<file path="src/rtl/serial_adder_if.sv">
// ---------------------------------------------------------------------------
// serial_adder_if
//   Request/result bundle for the bit-serial adder.
//
//   Signals
//     start  request; the adder samples it only while idle
//     a, b   WIDTH-bit operands, captured on an accepted start
//     cin    carry-in, captured on an accepted start
//     busy   high while an operation is in progress
//     done   one-cycle pulse when sum/cout have just been updated
//     sum    registered WIDTH-bit result, held until the next completion
//     cout   registered carry-out of the MSB, held with sum
//
//   Modports
//     master  operand source: drives start/a/b/cin, observes results
//     slave   the adder itself: observes the request, drives results
// ---------------------------------------------------------------------------
interface serial_adder_if #(
   parameter int WIDTH = 8
);

   logic             start;
   logic [WIDTH-1:0] a;
   logic [WIDTH-1:0] b;
   logic             cin;
   logic             busy;
   logic             done;
   logic [WIDTH-1:0] sum;
   logic             cout;

   modport master (
      output start, a, b, cin,
      input  busy, done, sum, cout
   );

   modport slave (
      input  start, a, b, cin,
      output busy, done, sum, cout
   );

endinterface : serial_adder_if

</file>
<file path="src/rtl/serial_adder.sv">
// ---------------------------------------------------------------------------
// serial_adder
//   Bit-serial WIDTH-bit adder built around a single full-adder cell.
//   Operands are captured into shift registers and fed to the cell LSB
//   first, one bit per clock; a carry flip-flop returns the cell's carry
//   as the carry-in of the next bit. The result is published together
//   with a one-cycle done pulse and held until the next completion.
//
//   Ports
//     clk    rising-edge clock, single clock domain
//     rst_n  asynchronous active-low reset
//     bus    serial_adder_if.slave : start/a/b/cin in, busy/done/sum/cout out
//
//   Parameters
//     WIDTH  operand/sum width in bits, 2..32
//
//   Timing (start accepted at edge T0)
//     bits processed on edges T1..TWIDTH, done high in the cycle after
//     TWIDTH, back in IDLE after TWIDTH+1; issue interval WIDTH+2 cycles.
// ---------------------------------------------------------------------------

// One-bit full adder: the only arithmetic in the serial datapath.
module full_adder (
   input  logic i_a,
   input  logic i_b,
   input  logic i_cin,
   output logic o_s,
   output logic o_cout
);

   logic w_p;

   // Propagate term is shared by sum and carry.
   assign w_p    = i_a ^ i_b;
   assign o_s    = w_p ^ i_cin;
   assign o_cout = (i_a & i_b) | (i_cin & w_p);

endmodule : full_adder

module serial_adder #(
   parameter int WIDTH = 8
) (
   input  logic           clk,
   input  logic           rst_n,
   serial_adder_if.slave  bus
);

   localparam int CNT_W = $clog2(WIDTH);

   typedef enum logic [1:0] {
      S_IDLE  = 2'd0,
      S_SHIFT = 2'd1,
      S_DONE  = 2'd2
   } state_t;

   state_t             r_state;
   state_t             w_next_state;

   logic [WIDTH-1:0]   r_a_sh;
   logic [WIDTH-1:0]   r_b_sh;
   logic [WIDTH-1:0]   r_sum_sh;
   logic [WIDTH-1:0]   r_sum;
   logic               r_carry;
   logic               r_cout;
   logic [CNT_W-1:0]   r_cnt;

   logic               w_s;
   logic               w_c;
   logic               w_last_bit;
   logic [WIDTH-1:0]   w_sum_next;

   // -------------------------------------------------------------------
   // Arithmetic cell: always looks at the current LSBs and stored carry.
   // -------------------------------------------------------------------
   full_adder u_fa (
      .i_a    (r_a_sh[0]),
      .i_b    (r_b_sh[0]),
      .i_cin  (r_carry),
      .o_s    (w_s),
      .o_cout (w_c)
   );

   // New sum bit enters at the MSB so that after WIDTH shifts the LSB of
   // the result has arrived at bit 0.
   assign w_sum_next = {w_s, r_sum_sh[WIDTH-1:1]};
   assign w_last_bit = (r_cnt == CNT_W'(WIDTH - 1));

   // -------------------------------------------------------------------
   // FSM state register
   // -------------------------------------------------------------------
   // NOTE: clocked state uses non-blocking assignments so every register
   // samples pre-edge values regardless of process ordering.
   always_ff @(posedge clk or negedge rst_n) begin
      if (!rst_n) begin
         r_state <= S_IDLE;
      end else begin
         r_state <= w_next_state;
      end
   end

   // -------------------------------------------------------------------
   // FSM next-state logic
   // -------------------------------------------------------------------
   // NOTE: the default assignment up front keeps this purely combinational;
   // any path that left w_next_state unassigned would infer a latch.
   always_comb begin
      w_next_state = r_state;
      case (r_state)
         S_IDLE: begin
            if (bus.start) begin
               w_next_state = S_SHIFT;
            end
         end
         S_SHIFT: begin
            if (w_last_bit) begin
               w_next_state = S_DONE;
            end
         end
         S_DONE: begin
            w_next_state = S_IDLE;
         end
         default: begin
            w_next_state = S_IDLE;
         end
      endcase
   end

   // -------------------------------------------------------------------
   // Datapath: operand capture, serial shift, result publication
   // -------------------------------------------------------------------
   // NOTE: every datapath register is cleared by reset, including the
   // shift registers; an aborted operation must leave no residue visible
   // on sum/cout and the next operation starts from a known state.
   always_ff @(posedge clk or negedge rst_n) begin
      if (!rst_n) begin
         r_a_sh   <= '0;
         r_b_sh   <= '0;
         r_sum_sh <= '0;
         r_sum    <= '0;
         r_carry  <= 1'b0;
         r_cout   <= 1'b0;
         r_cnt    <= '0;
      end else begin
         case (r_state)
            S_IDLE: begin
               // Inputs are copied here; later changes on a/b/cin are ignored.
               if (bus.start) begin
                  r_a_sh   <= bus.a;
                  r_b_sh   <= bus.b;
                  r_carry  <= bus.cin;
                  r_sum_sh <= '0;
                  r_cnt    <= '0;
               end
            end
            S_SHIFT: begin
               r_sum_sh <= w_sum_next;
               r_a_sh   <= {1'b0, r_a_sh[WIDTH-1:1]};
               r_b_sh   <= {1'b0, r_b_sh[WIDTH-1:1]};
               r_carry  <= w_c;
               r_cnt    <= r_cnt + 1'b1;
               // The published result only moves on the edge entering DONE.
               if (w_last_bit) begin
                  r_sum  <= w_sum_next;
                  r_cout <= w_c;
               end
            end
            default: begin
               // DONE: hold everything; the result is already published.
            end
         endcase
      end
   end

   // -------------------------------------------------------------------
   // Outputs: status decoded straight from the state register
   // -------------------------------------------------------------------
   assign bus.busy = (r_state != S_IDLE);
   assign bus.done = (r_state == S_DONE);
   assign bus.sum  = r_sum;
   assign bus.cout = r_cout;

endmodule : serial_adder

</file>
<file path="src/flat_wrapper.sv">
// flat-port wrapper written by rule: the top's interface ports become plain ports
module serial_adder_flat 
#(
   parameter int WIDTH = 8
)
  (clk, rst_n, bus_start, bus_a, bus_b, bus_cin, bus_busy, bus_done, bus_sum, bus_cout);
  serial_adder_if #(.WIDTH(WIDTH)) bus_i ();
  input  logic clk;
  input  logic rst_n;
  input wire logic [$bits(bus_i.start)-1:0] bus_start;
  input wire logic [$bits(bus_i.a)-1:0] bus_a;
  input wire logic [$bits(bus_i.b)-1:0] bus_b;
  input wire logic [$bits(bus_i.cin)-1:0] bus_cin;
  output wire logic [$bits(bus_i.busy)-1:0] bus_busy;
  output wire logic [$bits(bus_i.done)-1:0] bus_done;
  output wire logic [$bits(bus_i.sum)-1:0] bus_sum;
  output wire logic [$bits(bus_i.cout)-1:0] bus_cout;
  assign bus_i.start = bus_start;
  assign bus_i.a = bus_a;
  assign bus_i.b = bus_b;
  assign bus_i.cin = bus_cin;
  assign bus_busy = bus_i.busy;
  assign bus_done = bus_i.done;
  assign bus_sum = bus_i.sum;
  assign bus_cout = bus_i.cout;
  serial_adder #(.WIDTH(WIDTH)) u_core (.clk(clk), .rst_n(rst_n), .bus(bus_i));
endmodule
</file>
<file path="config.mk">
export PLATFORM = sky130hd
export DESIGN_NAME = serial_adder_flat
export DESIGN_NICKNAME = d
export VERILOG_FILES = /design/src/rtl/serial_adder_if.sv /design/src/rtl/serial_adder.sv /design/src/flat_wrapper.sv
export SDC_FILE = /design/constraint.sdc
export NUM_CORES = 1
export LEC_CHECK = 0
export ABC_AREA = 1
export ABC_CLOCK_PERIOD_IN_PS = 2100
export CORE_MARGIN = 3
export CORE_UTILIZATION = 40
export CTS_CLUSTER_DIAMETER = 120
export DETAILED_ROUTE_END_ITERATION = 10
export GPL_ROUTABILITY_DRIVEN = 1
export GPL_TIMING_DRIVEN = 1
export HOLD_SLACK_MARGIN = 0.12
export PLACE_DENSITY_LB_ADDON = 0.05
export SETUP_SLACK_MARGIN = 0.5
export SYNTH_ARGS = -nofsm -noshare
export SYNTH_HDL_FRONTEND = slang
export SYNTH_SLANG_ARGS = --single-unit
</file>
<file path="constraint.sdc">
create_clock -name clk -period 2.1 [get_ports clk]
set_clock_uncertainty 0.15 [all_clocks]
set_input_delay 0.63 -clock clk [delete_from_list [all_inputs] [get_ports clk]]
set_output_delay 0.63 -clock clk [all_outputs]
set_load 0.1 [all_outputs]
</file>
=== Yosys cells after proc, flatten, opt, wreduce, memory -nomap -nowiden ===
Index checks and enable logic that the tools add are counted.

* Equality and inequality tests: 5
* $add $sub $neg: 1
* Mux-type cells: 13
* Reduce and logical (&&, ||, !) cells: 6
* Bitwise logic cells: 5

{| class="wikitable"
|+ Operator list
! operator !! number
|-
| $pmux 8 s2 || 3
|-
| $mux 8 || 3
|-
| $pmux 3 s2 || 1
|-
| $reduce_and 2->1 || 3
|-
| $mux 2 || 2
|-
| $pmux 2 s2 || 1
|-
| $reduce_bool 2->1 || 2
|-
| $add 3x1->3 const B || 1
|-
| $eq 3x3->1 const B || 1
|-
| $mux 3 || 1
|-
| $and 1x1->1 || 2
|-
| $eq 2x1->1 const B || 1
|-
| $eq 2x2->1 const B || 1
|-
| $logic_not 2->1 || 1
|-
| $ne 2x1->1 const B || 1
|-
| $ne 2x2->1 const B || 1
|-
| $pmux 1 s2 || 1
|-
| $xor 1x1->1 || 2
|-
| $mux 1 || 1
|-
| $or 1x1->1 || 1
|}

* Logic and storage cells: 38
* Flip-flop bits (word level): 39

=== Logic depth before layout (Yosys ltp) ===
Gate-level depths: netlist of run 1.

* Word-level depth: 4
* Gate-level depth with buffers: 7

=== Modules after synthesis ===
A second synthesis of run 1 with hierarchy kept.

* Cells, all modules: 223
* Area, all modules: 1785.5 sq um

{| class="wikitable"
|+ By module, submodules not included
! module !! cells an instance !! sequential area each (sq um) !! area an instance (sq um) !! times used
|-
| serial_adder || 222 || 950.9 || 1765.4 || 1
|-
| full_adder || 1 || 0.0 || 20.0 || 1
|}

=== Worst setup path after synthesis of run 1 ===
Ideal clock, no wire load.

* Path kind: reg-to-output
* Start: reg u_core.r_state[0]
* End: out bus_done
* Arrival: 1.950 ns
* Data required time: 1.320 ns
* Slack: -0.630 ns
* Path buffers: 2
* Cell stages (with the launch flop): 4
* Path through: dfrtp_1 -> buf_4 -> buf_2 -> nor2_1

* Longest elaborated chain between the ends: 1

{| class="wikitable"
|+ Ends and longest elaborated chain
! item !! RTL line !! RTL
|-
| from (decl) || serial_adder.sv:56 || <nowiki>state_t r_state;</nowiki>
|-
| from (signal assigned) || serial_adder.sv:97 || <nowiki>r_state <= w_next_state;</nowiki>
|-
| $eq 2x2->1 || serial_adder.sv:178 || <nowiki>assign bus.done = (r_state == S_DONE);</nowiki>
|-
| to (decl) || flat_wrapper.sv:15 || <nowiki>output wire logic [$bits(bus_i.done)-1:0] bus_done;</nowiki>
|}

No other way between the ends.

=== Worst setup path in the final report of run 1 ===
Same ends and word-level chain as after synthesis.

==> impl_metrics.ini, run 1 <==
[pwr]
power.density_nw_per_um2 = 1660
cellLeakagePower_uw = 0.00129
peakVddDrop_v = 0.000815
power_uw = 4120

[timing]
hold_slack_ns = 0.192
post-route-period-util_pct = 90.0
min_period_ns = 1.89
hold_viol = 0
slew_headroom_pct = 60.6
slew_violations = 0
tightest_slew_ns = 0.591
clock.fmax_ghz = 0.529
setup_viol = 0
timing.setup.tns_ns = 0
grt_setup_unrepaired = true

[yosys]
ys_warn_count = 0
ys_seq_elements = 38
syn_avg_cell_area_um2 = 8.02
synthCells = 223
ys_top_cells_by_area = dfrtp_1, nand2_1, nand3_1
synth_top_area_share_pct = 53.1
ys_types = 16
synth_largest_area_cell = dfrtp_1
syn_area_um2 = 1790
seq_area_frac_synth_pct = 53.1
synth_fp_nets = 246

[grt]
grt_pass1_vias = 1403
track_usage_pct = 15.5
grt_max_degree = 28
grt_first_pass_wirelength_um = 6350
antenna_found_initial = 0
overflow = 0

[setup_path]
critPathMaxStageDelay_ns = 0.41
critical_path_class = reg -> out
worst_ep_arrival_time_ns = 1.11
cp_slowest_cell = dfrtp_1
end_kind = primary output
critPathRequiredTime_ns = 1.32
critPathMaxFanout = 3
cp-start-kind = flip-flop
crit_chain = buf_6 > nor2_4 > buf_12

[run_status]
status = complete, no violations

[floorplanning]
die_w_um = 72.9
rows = 23
die_area_um2 = 5310
core_area_um2 = 4140
io_pins = 31
die_y_um = 72.9
initial_utilization_pct = 43.2

[job]
drv_cap = 0

[routing]
wl_um = 3590
drtPass1Iterations = 4
via_count = 1463
viasPerCell = 4.63
antenna_left = 0
drcViolationCount = 0
wl_per_cell_um = 11.4
drt-initial-drc-count = 75

[cells_and_area]
drive_gt1_share_pct = 19.5
design_area_um2 = 2480
syn_to_final_growth_pct = 38.5
utilization_pct = 59.8
finalNetCount = 288
antenna_cells = 0

[cts]
cts_max_level = 2
numCtsBuffers = 5
clkTransAtPathRegs_ns = 0.07
cts_sinks = 38
cts-root-buf = clkbuf_8
clock_path_buffers = 2
clock_latency_ns = 0.28
cts_tree = built

[place]
place.gp.congestion = 0.713
place_hpwl_um = 2440
numPortBuffers = 30
placed_area_um2 = 2280

[hold_path]
hp-class = in -> async
==> where the power goes <==
group	leakage (µW)	internal, µW	switching (µW)	total [µW]
clock network	0.0000524	355	245	600
logic	0.000776	871	1340	2210
registers	0.000461	1080	223	1300
total	0.00129	2310	1810	4120
==> worst max-delay path, delay by kind of cell, from the launching register on <==
kind	cells	cell delay (ns)
and+or+nand+nor	1	0.09
buffers and inverters	2	0.32
DFF	1	0.41
==> final timing paths <==
kind | startpoint | to | slack [ns] | depth (start not counted)
max in group asynchronous | rst_n | u_core.r_b_sh[7] | 1.06 | 2
min in group clk | u_core.r_cnt[0] | u_core.r_cnt[0] | 0.33 | 1
hold / removal | rst_n | u_core.r_sum_sh[6] | 0.19 | 1
hold reg to reg | u_core.r_cnt[0] | u_core.r_cnt[0] | 0.33 | 1
setup reg to reg | u_core.r_state[1] | u_core.r_b_sh[4] | 0.62 | 8
setup / recovery | u_core.r_state[0] | bus_done | 0.21 | 3
==> metrics by stage <==
stage / cells / setup WS (ns)
final: 316 / 0.211
after global routing: 316 / 0.170
after CTS: 312 / 0.203
after detailed placement: 301 / 0.256
after global placement: 301 / 0.265
after floorplan: 223 / 0.173
==> synthesized netlist by cell type <==
master / number
buf_4: 1
o21ai_0: 13
fa_1: 1
inv_2: 1
dfrtp_1: 38
inv_1: 39
ha_1: 2
nor2_1: 2
buf_2: 7
a21oi_1: 2
nor2_2: 1
buf_6: 3
nand2_1: 74
nand3_1: 30
o21ai_1: 5
nand2_2: 4
==> state kept, by name, indices dropped and copies added, names as in the netlist <==
| name | flops |
|---|---|
| u_core.bus.cout | 1 |
| u_core.bus.sum | 8 |
| u_core.r_a_sh | 8 |
| u_core.r_b_sh | 8 |
| u_core.r_carry | 1 |
| u_core.r_cnt | 3 |
| u_core.r_state | 2 |
| u_core.r_sum_sh | 7 |
==> cells in the final DEF, fill, tap and decap left out <==
cell type	netlist	routed
dfrtp_1	38	29
buf_4	1	12
clkbuf_16	0	1
a21oi_1	2	2
fa_1	1	1
clkdlybuf4s50_1	0	18
clkbuf_8	0	5
dfrtp_2	0	9
nand2_4	0	2
nor2_4	0	1
o21ai_1	5	5
nor2_1	2	1
ha_1	2	2
clkbuf_1	0	2
nand3_1	30	30
nand2_2	4	3
inv_4	0	1
buf_6	3	2
o21ai_0	13	13
buf_12	0	12
nand2_1	74	73
buf_2	7	1
bufinv_16	0	1
inv_1	39	38
inv_2	1	1
nor2_2	1	1
==> what timing repair did <==
item | 4_1_cts | 5_1_grt
endpoints found under the setup margin | 11 | 14
buffers inserted | 3 | 3
cloned | 0 | 1
hold buffers | 0 | 0
gates resized for setup | 3 | 3
==> area by class of cell <==
type	instances	area, µm²
Clock inverter	1	30.0
Fill cell	390	1670
Inverter	40	153
Tap cell	50	62.6
Clock buffer	7	76.3
Sequential cell	38	962
Multi-Input combinational cell	134	632
Timing Repair Buffer	46	563
==> logic make-up (layout without fill, tap and decap cells) <==
kind of cell | after synthesis | count (layout) | share of synthesized area, %
buf+inv | 51 | 94 | 12.7
simple gates | 111 | 111 | 26.1
flops | 38 | 38 | 53.1
fa+ha+maj | 3 | 3 | 2.52
compound gates | 20 | 20 | 5.59
==> metal layers <==
layer	GRT usage [%]	wire length (µm)
met5	0	0
met4	5.53	54
met3	4.41	182
met2	24.6	1620
met1	20.1	1730
Power figures use the tool's default switching activity.
==> run 2, diff against run 1 <==
CORE_UTILIZATION = 55   (was 40)
==> impl_metrics.ini, run 2 (synthesis results as in run 1) <==
[run_status]
status = complete, no violations

[job]
drv_cap = 0

[setup_path]
critical_path_class = reg -> out
worst_ep_arrival_time_ns = 1.13
critPathMaxFanout = 4
reg2regPathDepth = 7
cp-start-kind = flip-flop
critPathRequiredTime_ns = 1.32
end_kind = primary output
rrSetupSlack_ns = 0.57
worstReg2RegEnd = u_core.r_sum_sh[2]
worstReg2RegStart = u_core.r_state[1]

[cells_and_area]
design_area_um2 = 2400
antenna_cells = 0
final_common_cell = nand2_1
finalNonFillerCells = 307
finalNetCount = 285
drive_gt1_share_pct = 19.0
syn_to_final_growth_pct = 34.1
final_cell_mix = nand2_1, inv_1, nand3_1

[hold_path]
hp-class = reg -> reg
hold_start = u_core.r_cnt[0]
min_to = u_core.r_cnt[0]
hold_depth = 1

[grt]
grt_max_degree = 24
antenna_found_initial = 0
grt_first_pass_wirelength_um = 6180
track_usage_pct = 19.6
grtUsageMet3_pct = 4.50
grt_busiest_layer = met2
met2_usage_pct = 32.9
overflow = 0
grt_pass1_vias = 1402
use_met1_pct = 25.3

[routing]
via_count = 1493
drt-initial-drc-count = 95
wl_per_cell_um = 11.8
antenna_left = 0
wl_um = 3610
viasPerCell = 4.86
drtPass1Iterations = 4
drcViolationCount = 0

[timing]
min_period_ns = 1.91
slew_violations = 0
timing.setup.tns_ns = 0
clock.fmax_ghz = 0.524
hold_slack_ns = 0.335
setup_viol = 0
hold_viol = 0
layout_setup_ws_ns = 0.192
tightest_slew_ns = 0.416
grt_setup_unrepaired = true
post-route-period-util_pct = 90.8
slew_headroom_pct = 72.2

[cts]
cts_sinks = 38
clock_path_buffers = 2
numCtsBuffers = 5
cts-root-buf = clkbuf_4
clkTransAtPathRegs_ns = 0.11
clock_latency_ns = 0.33
cts_tree = built
cts_max_level = 2

[place]
placed_area_um2 = 2280
numPortBuffers = 30
place_hpwl_um = 2390
place.gp.congestion = 0.725
placed_cells = 294
post-place-ws_ns = 0.238

[pwr]
peakVddDrop_v = 0.000867
cellLeakagePower_uw = 0.00125
power.density_nw_per_um2 = 1630

[floorplanning]
die_area_um2 = 3970
io_pins = 31
die_w_um = 63.0
die_y_um = 63.0
rows = 20
core_area_um2 = 3080
initial_utilization_pct = 58.1
run 2: worst max path at each step:
stage,depth (start not counted),to,from
final,2,bus_done,u_core.r_state[0]
after global routing,3,bus_done,u_core.r_state[1]
after CTS,2,bus_done,u_core.r_state[0]
after detailed placement,5,u_core.r_sum_sh[2],bus_start
after global placement,5,u_core.r_sum_sh[2],bus_start
after floorplan,4,bus_done,u_core.r_state[1]
run 2: area by class of cell:
| type | count | area [µm²] |
|---|---|---|
| multi-input cells | 134 | 627 |
| flip-flops and latches | 38 | 963 |
| clock buffers | 7 | 55.1 |
| repair buffers | 43 | 542 |
| fillers | 220 | 678 |
| clock inverters | 1 | 5.00 |
| inverters | 40 | 153 |
| well taps | 44 | 55.1 |
run 2: through the flow:
stage	total power (µW)	utilization (%)
after floorplan	2760	-
after global placement	3390	74.1
after detailed placement	3450	74.1
after CTS	3890	77.4
after global routing	4190	78.0
final	3910	78.0
run 2: per-layer routing:
layer | share of wire (%) | wire length (µm)
met1 | 45 | 1640
met2 | 49 | 1760
met3 | 4.5 | 164
met4 | 1.3 | 48
met5 | 0 | 0
run 2: report_power, final:
group	total (µW)	switching [µW]	leakage [µW]	internal, µW
Combinational	2200	1360	0.000753	842
Sequential	1310	233	0.000460	1080
Clock	397	234	0.0000353	163
Total	3910	1830	0.00125	2080
run 2: worst max-delay path, stage by stage, from the launching register on:
cell and delay [ns]:
dfrtp_2 0.47, nor2_4 0.14, buf_12 0.18
run 2: timing repair:
| item | in CTS | in global routing |
|---|---|---|
| gates resized for setup | 3 | 5 |
| hold buffers | 1 | 0 |
| cloned | 0 | 0 |
| pin swaps | 1 | 0 |
| setup endpoints to repair | 11 | 34 |
| hold endpoints to repair | 16 | 0 |
| setup buffers | 4 | 0 |
